==> src/rtl/node_writeback_unit.sv <==
// Buffers node results in a small FIFO and drains them to node RAM with a ready handshake.
// Optional macro NODE_WRITEBACK_SLOT_CHECK_EN drops and flags pushes whose slot_sig is not one-hot.
module node_writeback_unit #(
  parameter int width                  = 32,
  parameter int number_of_node_in_core = 5
) (
  input  logic                              clk,
  input  logic                              reset,
  input  logic [number_of_node_in_core-1:0] slot_sig,
  input  logic                              is_enable,
  input  logic                              result_valid,
  input  logic [width-1:0]                  result_data,
  input  logic                              ram_wr_ready,
  output logic                              ram_wr_en,
  output logic [width-1:0]                  ram_wr_address,
  output logic [width-1:0]                  ram_wr_data,
  output logic                              frame_done,
  output logic                              overflow,
  output logic                              slot_error
);

  localparam int PW = (number_of_node_in_core > 1) ? $clog2(number_of_node_in_core) : 1;
  localparam int CW = $clog2(number_of_node_in_core + 1);
  localparam logic [PW-1:0]    LAST_PTR  = PW'(number_of_node_in_core - 1);
  localparam logic [CW-1:0]    DEPTH     = CW'(number_of_node_in_core);
  localparam logic [width-1:0] LAST_ADDR = width'(number_of_node_in_core - 1);

  logic [width-1:0] addr_mem [number_of_node_in_core];
  logic [width-1:0] data_mem [number_of_node_in_core];

  logic [PW-1:0] rd_ptr_reg, wr_ptr_reg;
  logic [CW-1:0] count_reg;
  logic          frame_done_reg, overflow_reg, slot_error_reg;

  logic [width-1:0] slot_index;
  logic             capture, push_req, slot_bad;
  logic             full, not_empty, pop, push_accept, drop;

  // Lowest set bit wins; scanning downward lets the last assignment be the lowest index.
  always_comb begin
    slot_index = '0;
    for (int k = number_of_node_in_core - 1; k >= 0; k--) begin
      if (slot_sig[k]) slot_index = width'(k);
    end
  end

  assign capture = is_enable && result_valid;

`ifdef NODE_WRITEBACK_SLOT_CHECK_EN
  assign slot_bad = capture && !$onehot(slot_sig);
  assign push_req = capture && $onehot(slot_sig);
`else
  assign slot_bad = 1'b0;
  assign push_req = capture;
`endif

  assign full        = (count_reg == DEPTH);
  assign not_empty   = (count_reg != '0);
  assign pop         = not_empty && ram_wr_ready;
  // A full FIFO still accepts a push when the head leaves on the same edge.
  assign push_accept = push_req && (!full || pop);
  assign drop        = push_req && full && !pop;

  always_ff @(posedge clk) begin
    if (!reset && push_accept) begin
      addr_mem[wr_ptr_reg] <= slot_index;
      data_mem[wr_ptr_reg] <= result_data;
    end
  end

  always_ff @(posedge clk) begin
    if (reset) begin
      rd_ptr_reg     <= '0;
      wr_ptr_reg     <= '0;
      count_reg      <= '0;
      frame_done_reg <= 1'b0;
      overflow_reg   <= 1'b0;
      slot_error_reg <= 1'b0;
    end else begin
      if (push_accept) wr_ptr_reg <= (wr_ptr_reg == LAST_PTR) ? '0 : wr_ptr_reg + 1'b1;
      if (pop)         rd_ptr_reg <= (rd_ptr_reg == LAST_PTR) ? '0 : rd_ptr_reg + 1'b1;
      case ({push_accept, pop})
        2'b10:   count_reg <= count_reg + 1'b1;
        2'b01:   count_reg <= count_reg - 1'b1;
        default: count_reg <= count_reg;
      endcase
      frame_done_reg <= pop && (addr_mem[rd_ptr_reg] == LAST_ADDR);
      if (drop)     overflow_reg   <= 1'b1;
      if (slot_bad) slot_error_reg <= 1'b1;
    end
  end

  // Head is gated so an empty FIFO always presents zeros, including straight after reset.
  assign ram_wr_en      = not_empty;
  assign ram_wr_address = not_empty ? addr_mem[rd_ptr_reg] : '0;
  assign ram_wr_data    = not_empty ? data_mem[rd_ptr_reg] : '0;
  assign frame_done     = frame_done_reg;
  assign overflow       = overflow_reg;
  assign slot_error     = slot_error_reg;

endmodule

==> config.mk <==
export PLATFORM = sky130hd
export DESIGN_NAME = node_writeback_unit
export DESIGN_NICKNAME = d
export VERILOG_FILES = /design/src/rtl/node_writeback_unit.sv
export SDC_FILE = /design/constraint.sdc
export NUM_CORES = 1
export LEC_CHECK = 0
export CORE_AREA = 2 2 127 129
export CTS_CLUSTER_SIZE = 20
export DETAILED_ROUTE_END_ITERATION = 6
export DIE_AREA = 0 0 129 131
export PLACE_DENSITY = 0.78
export SKIP_LAST_GASP = 1
export SYNTH_ARGS = -nofsm -noshare
export SYNTH_HDL_FRONTEND = slang
export SYNTH_SLANG_ARGS = --single-unit
==> constraint.sdc <==
create_clock -name clk -period 3.6 [get_ports clk]
set_input_delay 0.54 -clock clk [delete_from_list [all_inputs] [get_ports clk]]
set_output_delay 0.54 -clock clk [all_outputs]
set_load 0.05 [all_outputs]
==> summary.txt <==
Power and ir drop
  – P per Cell Area: ~610 nW/um2
  – Clock power share: around 30%
  – Tot Pwr: roughly 0.0056 W
  – Combinational Power Share: about a quarter
  – Worst vdd ir: approximately 310 uV
  – Sw power: approximately 0.0017 W
  – Reg power frac: approximately 45%
  – P_leak: approximately 3.0 nW
  – Switching portion of total power: 30.67%
  – Int Pwr: ~0.0039 W

Clock network
  – Postcts setup bufs: 0
  – CTS sink cnt: around 190
  – Clock tree buffer depth: 2
  – Num CTS Buffers: 17
  – Clock transition at the registers of the reported paths: 60 ps
  – Hold_buf cts: 0
  – Cts repair resizes: 0
  – Worst skew pair latency: 420 ps
  – CTS tree: yes
  – CTS root buffer: clkbuf_16
  – CTS H-tree lvls: 4

Cells and area
  – Final #Nets: approximately 600
  – Diode count: 0
  – Layout area overhead: 20.03%
  – Layout Cells excl Fill: a little under 800
  – Layout cells sized above 1: roughly 15%
  – Design Area, Final: between 9000 and 10000 um2
  – Largest Register: data_mem
  – Max reg flops: 160
  – Fillers: approximately 1200
  – Biggest regs: data_mem (160), addr_mem (15)

Global route
  – Antenna violations before repair: 0
  – GRT Util Overall: between 10% and 20%
  – Grt ovf: 0
  – Number of global-route vias before repair: between 4000 and 5000
  – Largest net degree at the start of global routing: 38
  – First-pass GRT wire length: 21.96 mm

Timing
  – Rel. slew slack: 47.95%
  – Hold Vio Cnt, Final: 0
  – Crit path time final: 3386 ps
  – Least-Margin Pin Slew: 779.6 ps
  – RSZ-0062 raised after global routing: no
  – Setup Skew: ~6 ps
  – Final Slew Violations: 0
  – Final period util: 94.06%
  – Fmax: between 200 and 300 MHz
  – Setup TNS: 0 ps
  – Final setup fails: 0
  – Post-route setup slack: ~210 ps

Placement
  – HPWL after detailed placement: roughly 8.9 mm
  – Placed cells: roughly 750
  – DP Area: roughly 8700 um2
  – PortBufs: between 70 and 80
  – GPL Wtd Cong: 0.7395
  – Worst slack, placed: a little over 500 ps

Worst hold path
  – Hold crit path type: flip-flop to flip-flop
  – Hold path startpoint: overflow

Outcome
  – Status: complete, no violations

Synth
  – Synth top cells by count: edfxtp_1, nand2_1, a21oi_1
  – Dominant cell type by area after synthesis: edfxtp_1
  – Sequential share of the synthesized area: around 72%
  – Synth unique cells: between 40 and 50
  – Syn_area_per_cell: 16.39 um2
  – Yosys Warn Count: 0
  – EDFF count, synth: roughly 180
  – Largest cells by area after synthesis: edfxtp_1, mux4_2, dfxtp_1
  – Synth Cell Area: around 7600 um2
  – Most frequent cell after synthesis: edfxtp_1
  – Flops & latches, synth: 189
  – Async SR Flop Fraction: 0%
  – Share of the synthesized area in the top cell type: about 70%
  – Mapped Cells: roughly 470
  – Synth Flop Type: edfxtp_1

Setup path
  – Number of cells on the worst reg-to-reg path: 4
  – CP required: around 3100 ps
  – CP delay by family, top: buffers and inverters
  – Cell count along the critical path: 5
  – Maximum fanout count along the critical path: 16
  – CP max stage delay: 730 ps
  – Critical path endpoint: ram_wr_data[21]
  – CP Cell Sequence: buf_4 -> mux4_2 -> nand2_1 -> a21oi_1 -> clkdlybuf4s50_1
  – CP arrival: 2850 ps
  – CP Class: flip-flop to output pin
  – Origin of the critical flop-to-flop path: count_reg[1]
  – Worst path bufs/invs: 2
  – Worst Setup End Kind: output pin
  – Slowest CP cell: clkdlybuf4s50_1
  – Reg2reg end: data_mem[1][13]
  – Worst Setup Start Kind: flip-flop
  – Setup slack, reg-to-reg: 1240 ps

Drt
  – DR iter-0 viols: 359
  – Post-DR wirelength/cell: ~18 um
  – Vias/cell: between 5 and 6
  – Antenna-violating nets left: 0
  – DRC viols: 0
  – Final WL: between 10 and 15 mm
  – Pre-Repair DR Iteration Count: 4
  – Routed vias: between 4000 and 5000

Die
  – Die Area: 16900 um2
  – Chip Width: 129 um
  – I/O pin count: 110
  – Core Box Area: 15600 um2
  – Cell row count: between 40 and 50
  – Starting density of the core: between 40% and 50%
  – Die Ht: around 130 um

Flow run
  – Max-cap violation count: 0
[tightest hold or removal path, cell delays in order, from the launching register on]
cell,delay (ps)
dfxtp_1,330
a31oi_1,40
nor2_1,70
[per-stage QoR]
step | hold slack, ps | utilization [%]
after global routing | 499.3 | 58.78
after CTS | 480.1 | 58.78
after detailed placement | 469.0 | 55.49
after floorplan | 471.1 | -
final | 472.9 | 58.78
after global placement | 463.7 | 55.49
[kinds of logic (layout without fill, tap and decap cells)]
logic type | Yosys count | in the layout | share of synthesized area (%)
DFF | 189 | 189 | 72.47
and+or+nand+nor | 108 | 108 | 6.257
buffers and inverters | 63 | 136 | 4.996
AOI/OAI and AO/OA | 60 | 60 | 4.603
muxes | 39 | 39 | 10.60
adders and majority gates | 5 | 5 | 0.9173
other | 1 | 30 | 0.04909
xor gates and xnor gates | 1 | 1 | 0.1147
[worst min-delay path by stage]
stage                            to  slack (ps)  depth (start not counted)
after detailed placement   overflow         470                          2
after global routing       overflow         500                          2
final                      overflow         470                          2
after floorplan           flip-flop         470                          2
after CTS                  overflow         480                          2
after global placement     overflow         460                          2
[layout by cell type (no fill, tap or decap), types with 2 or more instances in the layout]
cell type / Yosys / layout
edfxtp_1: 175 / 175
clkdlybuf4s50_1: 0 / 77
nand2_1: 68 / 68
a21oi_1: 43 / 43
mux4_2: 33 / 33
conb_1: 1 / 30
nor2_1: 19 / 17
clkbuf_16: 0 / 17
buf_4: 35 / 13
dfxtp_1: 14 / 11
inv_1: 10 / 10
o21ai_0: 6 / 6
clkinv_1: 0 / 6
mux2i_1: 4 / 4
ha_1: 4 / 4
buf_12: 0 / 4
nor3_1: 3 / 3
nor2b_1: 3 / 3
dfxtp_2: 0 / 3
clkbuf_1: 8 / 3
a2111oi_0: 2 / 2
a311o_1: 2 / 2
nor2_4: 0 / 2
nand3_1: 2 / 2
a31oi_1: 2 / 2
and3_1: 3 / 2
nand3b_1: 2 / 2
clkinvlp_4: 0 / 2
clkinv_2: 0 / 2
[power groups by stage]
stage                     clock network [W]  registers [W]  logic (W)
after global routing                0.00177        0.00251    0.00152
after global placement                    0        0.00255    0.00143
final                               0.00165        0.00251    0.00144
after floorplan                           0        0.00250    0.00106
after CTS                           0.00168        0.00251    0.00145
after detailed placement                  0        0.00255    0.00145
[layout make-up]
class                      instances  area (um2)  share of cell area [%]
sequential                       189        5539                   60.41
timing repair buffer              94       948.4                   10.34
clock inverter                    11       77.57                  0.8461
tap                              216       270.3                   2.948
clock buffer                      20       436.7                   4.763
multi-input combinational        243        1856                   20.24
inverter                          11       41.29                  0.4503
[per-layer routing]
metal	vias to the layer above	global-route usage (%)	wire length, um
met2	160	29.26	7253
met4	0	5.882	133
li1	1892	-	-
met5	-	0	0
met3	13	4.927	822
met1	2097	23.10	5982
(Power assumes the default switching activity.)
